### config.mk
export PLATFORM = sky130hd
export DESIGN_NAME = req_grant_monitor
export DESIGN_NICKNAME = d
export VERILOG_FILES = /design/src/rtl/req_grant_pkg.sv /design/src/rtl/req_grant_chan.sv /design/src/rtl/req_grant_monitor.sv
export SDC_FILE = /design/constraint.sdc
export NUM_CORES = 1
export LEC_CHECK = 0
export CAP_MARGIN = 10
export CORE_ASPECT_RATIO = 1.5
export CORE_UTILIZATION = 30
export DETAILED_ROUTE_END_ITERATION = 7
export RECOVER_POWER = 100
export SLEW_MARGIN = 40
export SYNTH_ARGS = -nofsm -noshare
export SYNTH_HDL_FRONTEND = slang
export SYNTH_SLANG_ARGS = --single-unit
export TNS_END_PERCENT = 5
### constraint.sdc
create_clock -name clk -period 3.65 [get_ports clk]
set_input_delay 1.095 -clock clk [delete_from_list [all_inputs] [get_ports clk]]
set_output_delay 1.095 -clock clk [all_outputs]
set_load 0.02 [all_outputs]
### src/rtl/req_grant_pkg.sv
// ============================================================================
// Module      : req_grant_pkg
// Description : Shared types and constants for the req/gnt latency monitor.
// Revision    : 1.0 - initial release
// ============================================================================
`default_nettype none

package req_grant_pkg;

    localparam int CAUSE_W = 3;

    typedef enum logic [0:0] {
        IDLE = 1'b0,
        WAIT = 1'b1
    } state_e;

    typedef enum logic [CAUSE_W-1:0] {
        CAUSE_NONE     = 3'd0,
        CAUSE_EARLY    = 3'd1,
        CAUSE_TIMEOUT  = 3'd2,
        CAUSE_SPURIOUS = 3'd3,
        CAUSE_DROP     = 3'd4
    } fail_cause_e;

endpackage

`default_nettype wire

### src/rtl/req_grant_chan.sv
// ============================================================================
// Module      : req_grant_chan
// Description : One req/gnt channel: IDLE/WAIT FSM, latency counter and
//               registered pass/fail pulses. REQ_GNT_SVA_EN adds assertions.
// Revision    : 1.0 - initial release
// ============================================================================
`default_nettype none

module req_grant_chan
    import req_grant_pkg::*;
#(
    parameter int MIN_LAT = 2,
    parameter int MAX_LAT = 2
) (
    input  logic               clk,
    input  logic               rst_n,
    input  logic               en,
    input  logic               req,
    input  logic               gnt,
    output logic               busy,
    output logic               pass_pulse,
    output logic               fail_pulse,
    output logic [CAUSE_W-1:0] fail_cause,
    output logic               pass_evt,
    output logic               fail_evt
);

    localparam int               LAT_W     = $clog2(MAX_LAT + 2);
    localparam logic [LAT_W-1:0] C_MAX_LAT = LAT_W'(MAX_LAT);

    state_e           r_state;
    state_e           w_state_nxt;
    logic [LAT_W-1:0] r_lat;
    logic [LAT_W-1:0] w_lat_nxt;
    logic [LAT_W-1:0] w_lat_now;
    logic             w_pass;
    logic             w_fail;
    fail_cause_e      w_cause;
    logic             r_pass;
    logic             r_fail;
    fail_cause_e      r_cause;

    // r_lat counts completed cycles in WAIT; the edge being evaluated is one later
    assign w_lat_now = r_lat + LAT_W'(1);

    always_ff @(posedge clk or negedge rst_n) begin
        if (!rst_n) begin
            r_state <= IDLE;
            r_lat   <= '0;
            r_pass  <= 1'b0;
            r_fail  <= 1'b0;
            r_cause <= CAUSE_NONE;
        end else begin
            r_state <= w_state_nxt;
            r_lat   <= w_lat_nxt;
            r_pass  <= w_pass;
            r_fail  <= w_fail;
            r_cause <= w_cause;
        end
    end

    always_comb begin
        w_state_nxt = r_state;
        w_lat_nxt   = r_lat;
        if (!en) begin
            w_state_nxt = IDLE;
            w_lat_nxt   = '0;
        end else begin
            case (r_state)
                IDLE: begin
                    if (req && !gnt) begin
                        w_state_nxt = WAIT;
                        w_lat_nxt   = '0;
                    end
                end
                WAIT: begin
                    if (w_pass || w_fail) begin
                        w_state_nxt = IDLE;
                        w_lat_nxt   = '0;
                    end else begin
                        w_lat_nxt   = w_lat_now;
                    end
                end
                default: begin
                    w_state_nxt = IDLE;
                    w_lat_nxt   = '0;
                end
            endcase
        end
    end

    // Decision for the current edge; order of the WAIT branches sets priority
    always_comb begin
        w_pass  = 1'b0;
        w_fail  = 1'b0;
        w_cause = CAUSE_NONE;
        if (en) begin
            case (r_state)
                IDLE: begin
                    if (gnt && req) begin
                        if (MIN_LAT == 0) begin
                            w_pass  = 1'b1;
                        end else begin
                            w_fail  = 1'b1;
                            w_cause = CAUSE_EARLY;
                        end
                    end else if (gnt) begin
                        w_fail  = 1'b1;
                        w_cause = CAUSE_SPURIOUS;
                    end
                end
                WAIT: begin
                    if (gnt && (int'(w_lat_now) < MIN_LAT)) begin
                        w_fail  = 1'b1;
                        w_cause = CAUSE_EARLY;
                    end else if (gnt) begin
                        w_pass  = 1'b1;
                    end else if (!req) begin
                        w_fail  = 1'b1;
                        w_cause = CAUSE_DROP;
                    end else if (w_lat_now == C_MAX_LAT) begin
                        w_fail  = 1'b1;
                        w_cause = CAUSE_TIMEOUT;
                    end
                end
                default: begin
                    w_pass  = 1'b0;
                end
            endcase
        end
    end

    assign busy       = (r_state == WAIT);
    assign pass_pulse = r_pass;
    assign fail_pulse = r_fail;
    assign fail_cause = r_cause;
    assign pass_evt   = w_pass;
    assign fail_evt   = w_fail;

`ifdef REQ_GNT_SVA_EN
    a_window: assert property (@(posedge clk) disable iff (!rst_n || !en) !w_fail)
        else $error("%m: req/gnt window check failed, cause %0d", $sampled(w_cause));

    always @(posedge clk) begin
        if (rst_n && en && w_pass) begin
            $display("%m: req/gnt window check passed");
        end
    end
`endif

endmodule

`default_nettype wire

### src/rtl/req_grant_monitor.sv
// ============================================================================
// Module      : req_grant_monitor
// Description : Multi-channel req/gnt latency checker with saturating
//               pass/fail counters and sticky error. Macro: REQ_GNT_SVA_EN.
// Revision    : 1.0 - initial release
// ============================================================================
`default_nettype none

module req_grant_monitor
    import req_grant_pkg::*;
#(
    parameter int NUM_CH  = 4,
    parameter int MIN_LAT = 2,
    parameter int MAX_LAT = 2,
    parameter int CNT_W   = 16
) (
    input  logic                      clk,
    input  logic                      rst_n,
    input  logic                      en,
    input  logic                      clr_cnt,
    input  logic [NUM_CH-1:0]         req,
    input  logic [NUM_CH-1:0]         gnt,
    output logic [NUM_CH-1:0]         busy,
    output logic [NUM_CH-1:0]         pass_pulse,
    output logic [NUM_CH-1:0]         fail_pulse,
    output logic [CAUSE_W*NUM_CH-1:0] fail_cause,
    output logic [CNT_W-1:0]          pass_cnt,
    output logic [CNT_W-1:0]          fail_cnt,
    output logic                      sticky_err
);

    localparam int               PC_W      = $clog2(NUM_CH + 1);
    localparam int               SUM_W     = ((CNT_W > PC_W) ? CNT_W : PC_W) + 1;
    localparam logic [SUM_W-1:0] C_CNT_MAX = SUM_W'({CNT_W{1'b1}});

    if (NUM_CH < 1 || MIN_LAT < 0 || MAX_LAT < 1 || MAX_LAT < MIN_LAT) begin : g_bad_params
        $error("req_grant_monitor: illegal NUM_CH/MIN_LAT/MAX_LAT combination");
    end

    logic [NUM_CH-1:0] w_pass_evt;
    logic [NUM_CH-1:0] w_fail_evt;

    for (genvar gi = 0; gi < NUM_CH; gi++) begin : g_chan
        req_grant_chan #(
            .MIN_LAT (MIN_LAT),
            .MAX_LAT (MAX_LAT)
        ) u_chan (
            .clk        (clk),
            .rst_n      (rst_n),
            .en         (en),
            .req        (req[gi]),
            .gnt        (gnt[gi]),
            .busy       (busy[gi]),
            .pass_pulse (pass_pulse[gi]),
            .fail_pulse (fail_pulse[gi]),
            .fail_cause (fail_cause[gi*CAUSE_W +: CAUSE_W]),
            .pass_evt   (w_pass_evt[gi]),
            .fail_evt   (w_fail_evt[gi])
        );
    end

    logic [PC_W-1:0]  w_pass_pc;
    logic [PC_W-1:0]  w_fail_pc;
    logic [SUM_W-1:0] w_pass_sum;
    logic [SUM_W-1:0] w_fail_sum;
    logic [CNT_W-1:0] w_pass_sat;
    logic [CNT_W-1:0] w_fail_sat;
    logic [CNT_W-1:0] r_pass_cnt;
    logic [CNT_W-1:0] r_fail_cnt;
    logic             r_sticky;

    // Counters track the deciding edge, so they move together with the pulses
    always_comb begin
        w_pass_pc = '0;
        w_fail_pc = '0;
        for (int i = 0; i < NUM_CH; i++) begin
            w_pass_pc = w_pass_pc + PC_W'(w_pass_evt[i]);
            w_fail_pc = w_fail_pc + PC_W'(w_fail_evt[i]);
        end
        w_pass_sum = SUM_W'(r_pass_cnt) + SUM_W'(w_pass_pc);
        w_fail_sum = SUM_W'(r_fail_cnt) + SUM_W'(w_fail_pc);
        w_pass_sat = (w_pass_sum > C_CNT_MAX) ? {CNT_W{1'b1}} : w_pass_sum[CNT_W-1:0];
        w_fail_sat = (w_fail_sum > C_CNT_MAX) ? {CNT_W{1'b1}} : w_fail_sum[CNT_W-1:0];
    end

    always_ff @(posedge clk or negedge rst_n) begin
        if (!rst_n) begin
            r_pass_cnt <= '0;
            r_fail_cnt <= '0;
            r_sticky   <= 1'b0;
        end else if (clr_cnt) begin
            r_pass_cnt <= '0;
            r_fail_cnt <= '0;
            r_sticky   <= 1'b0;
        end else begin
            r_pass_cnt <= w_pass_sat;
            r_fail_cnt <= w_fail_sat;
            r_sticky   <= r_sticky | (|w_fail_evt);
        end
    end

    assign pass_cnt   = r_pass_cnt;
    assign fail_cnt   = r_fail_cnt;
    assign sticky_err = r_sticky;

endmodule

`default_nettype wire

==> insert_results.sql <==
INSERT INTO impl_metrics (metric_group, metric, value, unit) VALUES
('outcome', 'outcome', 'complete, but fails checks', ''),
('outcome', 'violations', 'max-capacitance violations, max-slew violations', ''),
('layout', 'final_instance_area', '4730', 'µm²'),
('clock_network', 'insertion_delay', '0.34', 'ns'),
('yosys', 'ys_dominant_reg_cell', 'dfrtp_1', ''),
('yosys', 'post_synth_num_cell_types', '57', ''),
('die', 'die-height', '134', 'µm'),
('critical_path', 'path_max_fanout', '5', ''),
('timing', 'grt_setup_unrepaired', 'false', ''),
('timing', 'worst_pin_slew', '1.93', 'ns'),
('critical_path', 'critical_path.top_delay_family', 'adder cells', ''),
('global_route', 'grt_pass1_vias', '2820', ''),
('yosys', 'post_synth_xor_area_fraction', '3.04', '%'),
('die', 'area_of_the_core', '11100', 'µm²'),
('yosys', 'synth_warnings', '0', ''),
('critical_path', 'crit_buf_inv', '2', ''),
('timing', 'finalMaxSlewViolations', '34', ''),
('drt', 'drt-wirelength-per-cell', '13.9', 'µm'),
('timing', 'hold_viol_final', '0', ''),
('layout', 'most_common_cell_after_layout_fill_and_taps_aside', 'dfrtp_1', ''),
('drt', 'dr_total_vias', '2749', ''),
('critical_path', 'cp_most_frequent_cell', 'fa_2', ''),
('critical_path', 'crit_path_start', 'req[2]', ''),
('timing', 'layout_setup_ws', '0.179', 'ns'),
('power', 'comb_power_share', '11.3', '%'),
('power', 'p_leak', '2.19', 'nW'),
('placed_design', 'globalplace.congestion', '0.768', ''),
('drt', 'detail_route.drc_violations', '0', ''),
('job', 'max_cap_viol_count', '1', ''),
('layout', 'area_delta_synth_final', '36.7', '%'),
('power', 'sequentialPowerShare', '39.6', '%'),
('drt', 'vias_per_cell', '4.85', ''),
('yosys', 'synth-compound-area-share', '14.9', '%'),
('power', 'irDropWorstVdd', '232', 'µV'),
('critical_path', 'reg2regPathDepth', '12', ''),
('placed_design', 'place_worst_setup_slack', '-0.644', 'ns'),
('yosys', 'synth_async_sr_flop_share', '100', '%'),
('critical_path', 'r2r_start', 'g_chan[0].u_chan.r_lat[0]$_DFFE_PN0P_', ''),
('critical_path', 'crit_path_capture_type', 'flop', ''),
('yosys', 'synth_simple_gate_area_share', '23.7', '%'),
('power', 'p_per_area', '407', 'nW/µm²'),
('min_path', 'holdCritPathClass', 'flop to flop', ''),
('layout', 'layout.cells.most_common_list', '65 x dfrtp_1, 59 x dlygate4sd3_1, 28 x a21oi_1', ''),
('critical_path', 'crit_cells', '12', ''),
('power', 'power.switching', '0.470', 'mW'),
('clock_network', 'tritoncts_clock_tree', 'done', ''),
('yosys', 'main_combinational_cell_family_by_area_after_synthesis', 'simple AND/OR/NAND/NOR gates', ''),
('critical_path', 'required', '3.83', 'ns'),
('clock_network', 'cts-hold-fix-buffers', '0', ''),
('critical_path', 'startpoint_type', 'input pin', ''),
('drt', 'route.antenna.remaining_nets', '0', ''),
('drt', 'first_iter_violations', '93', ''),
('yosys', 'synthesis.instances', '323', ''),
('die', 'design.portCount', '69', ''),
('die', 'initial_utilization', '31.1', '%'),
('placed_design', 'port_buffers', '68', ''),
('critical_path', 'critPathSlowestCell', 'fa_1', ''),
('layout', 'filler_cell_count', '1048', ''),
('critical_path', 'worst-endpoint-arrival', '3.65', 'ns'),
('power', 'fin_total_pwr', '1.93', 'mW'),
('layout', 'diodes', '0', ''),
('global_route', 'globalRouteOverflowTotal', '0', ''),
('yosys', 'synth.top_cells.by_area', 'dfrtp_1 47%, fa_1 3.5%, nor2b_1 3.3%', ''),
('critical_path', 'worst_setup_path_endpoint', 'fail_cnt[12]$_DFF_PN0_', ''),
('yosys', 'synth.yosys.seq_area_share', '47.0', '%'),
('placed_design', 'hpwl', '5.78', 'mm'),
('yosys', 'synth-adder-area-share', '5.64', '%'),
('critical_path', 'critical_path_class', 'input pin to flop', ''),
('placed_design', 'placedInstanceArea', '4450', 'µm²'),
('critical_path', 'setup.reg_to_reg.worst_slack', '0.33', 'ns'),
('global_route', 'track_usage', '14.6', '%');
-- cells in the mapped netlist (all sizes together), types with 3 or more instances --
| master | number |
|---|---|
| a21boi | 3 |
| a21oi | 32 |
| a22o | 3 |
| a31oi | 9 |
| and2 | 4 |
| and3 | 5 |
| and4 | 3 |
| buf | 16 |
| clkbuf | 4 |
| dfrtp | 65 |
| fa | 6 |
| ha | 6 |
| inv | 15 |
| nand2 | 18 |
| nand2b | 12 |
| nand3 | 7 |
| nand4 | 5 |
| nor2 | 23 |
| nor2b | 18 |
| nor3 | 15 |
| nor3b | 6 |
| nor4 | 3 |
| o21a | 5 |
| o21ai | 5 |
| xnor2 | 9 |
| xor2 | 3 |
-- final cells by class --
class                   count  area [µm²]  share of cell area, %
clock inverters             6        91.3                   1.93
flip-flops and latches     65        1630                   34.4
clock buffers              10         239                   5.05
multi-input cells         223        1620                   34.3
well taps                 147         184                   3.89
inverters                  15        56.3                   1.19
repair buffers            101         908                   19.2
-- kinds of logic (layout without fill, tap and decap cells) --
group                      after synthesis  after routing
and+or+nand+nor                        127            127
AOI/OAI and AO/OA                       72             72
DFF                                     65             65
buffers and inverters                   35            132
adders and majority gates               12             12
xor gates and xnor gates                12             12
-- per-layer routing --
metal | track usage [%] | vias up | wire length, µm | part of all wire [%]
met1 | 17.4 | 1344 | 3370 | 43
met4 | 7.50 | 0 | 223 | 2.8
met5 | 0 | - | 0 | 0
met2 | 23.8 | 68 | 3930 | 50
li1 | - | 1319 | - | -
met3 | 3.53 | 18 | 337 | 4.3
-- through the flow --
| step | TNS, ns | utilization, % |
|---|---|---|
| 2_1_floorplan | 0 | - |
| 3_3_place_gp | -16.16 | 40.1 |
| 3_5_place_dp | -17.58 | 40.1 |
| 4_1_cts | 0 | 43.3 |
| 5_1_grt | 0 | 42.6 |
| 6_report | 0 | 42.6 |
-- worst min-delay path: cells and delay by family, from the launching register on --
kind / cells / cell delay [ns]
and+or+nand+nor: 1 / 0.10
AOI/OAI and AO/OA: 1 / 0.06
DFF: 1 / 0.34
-- registers in the layout, summed over array words and instances, names as in the netlist --
name,cells
g_chan.u_chan.busy,4
sticky_err,1
g_chan.u_chan.r_lat,8
g_chan.u_chan.pass_pulse,4
fail_cnt,16
g_chan.u_chan.fail_pulse,4
pass_cnt,16
g_chan.u_chan.fail_cause,12
-- worst min path at each step --
stage                                               start                                     to  depth (start not counted)
CTS                 g_chan[2].u_chan.r_lat[1]$_DFFE_PN0P_  g_chan[2].u_chan.r_lat[1]$_DFFE_PN0P_                          2
global placement    g_chan[0].u_chan.r_lat[1]$_DFFE_PN0P_  g_chan[0].u_chan.r_lat[1]$_DFFE_PN0P_                          2
floorplan           g_chan[0].u_chan.r_lat[1]$_DFFE_PN0P_  g_chan[0].u_chan.r_lat[1]$_DFFE_PN0P_                          2
global route                         sticky_err$_DFF_PN0_                   sticky_err$_DFF_PN0_                          2
detailed placement  g_chan[2].u_chan.r_lat[1]$_DFFE_PN0P_  g_chan[2].u_chan.r_lat[1]$_DFFE_PN0P_                          2
finish              g_chan[2].u_chan.r_lat[1]$_DFFE_PN0P_  g_chan[2].u_chan.r_lat[1]$_DFFE_PN0P_                          2
-- repair_timing --
item	in CTS	in global routing
gates resized for setup	12	8
cloned	0	0
setup buffers	1	0
endpoints found under the setup margin	32	12
pin swaps	2	8
-- power groups by stage --
stage | clock network, mW | registers (mW) | logic (mW)
after floorplan | 0 | 0.792 | 0.0962
after CTS | 0.967 | 0.765 | 0.235
after detailed placement | 0 | 0.777 | 0.233
final | 0.945 | 0.763 | 0.217
after global routing | 0.995 | 0.767 | 0.243
after global placement | 0 | 0.776 | 0.233
Note: power is estimated with default switching activity, not from simulation.
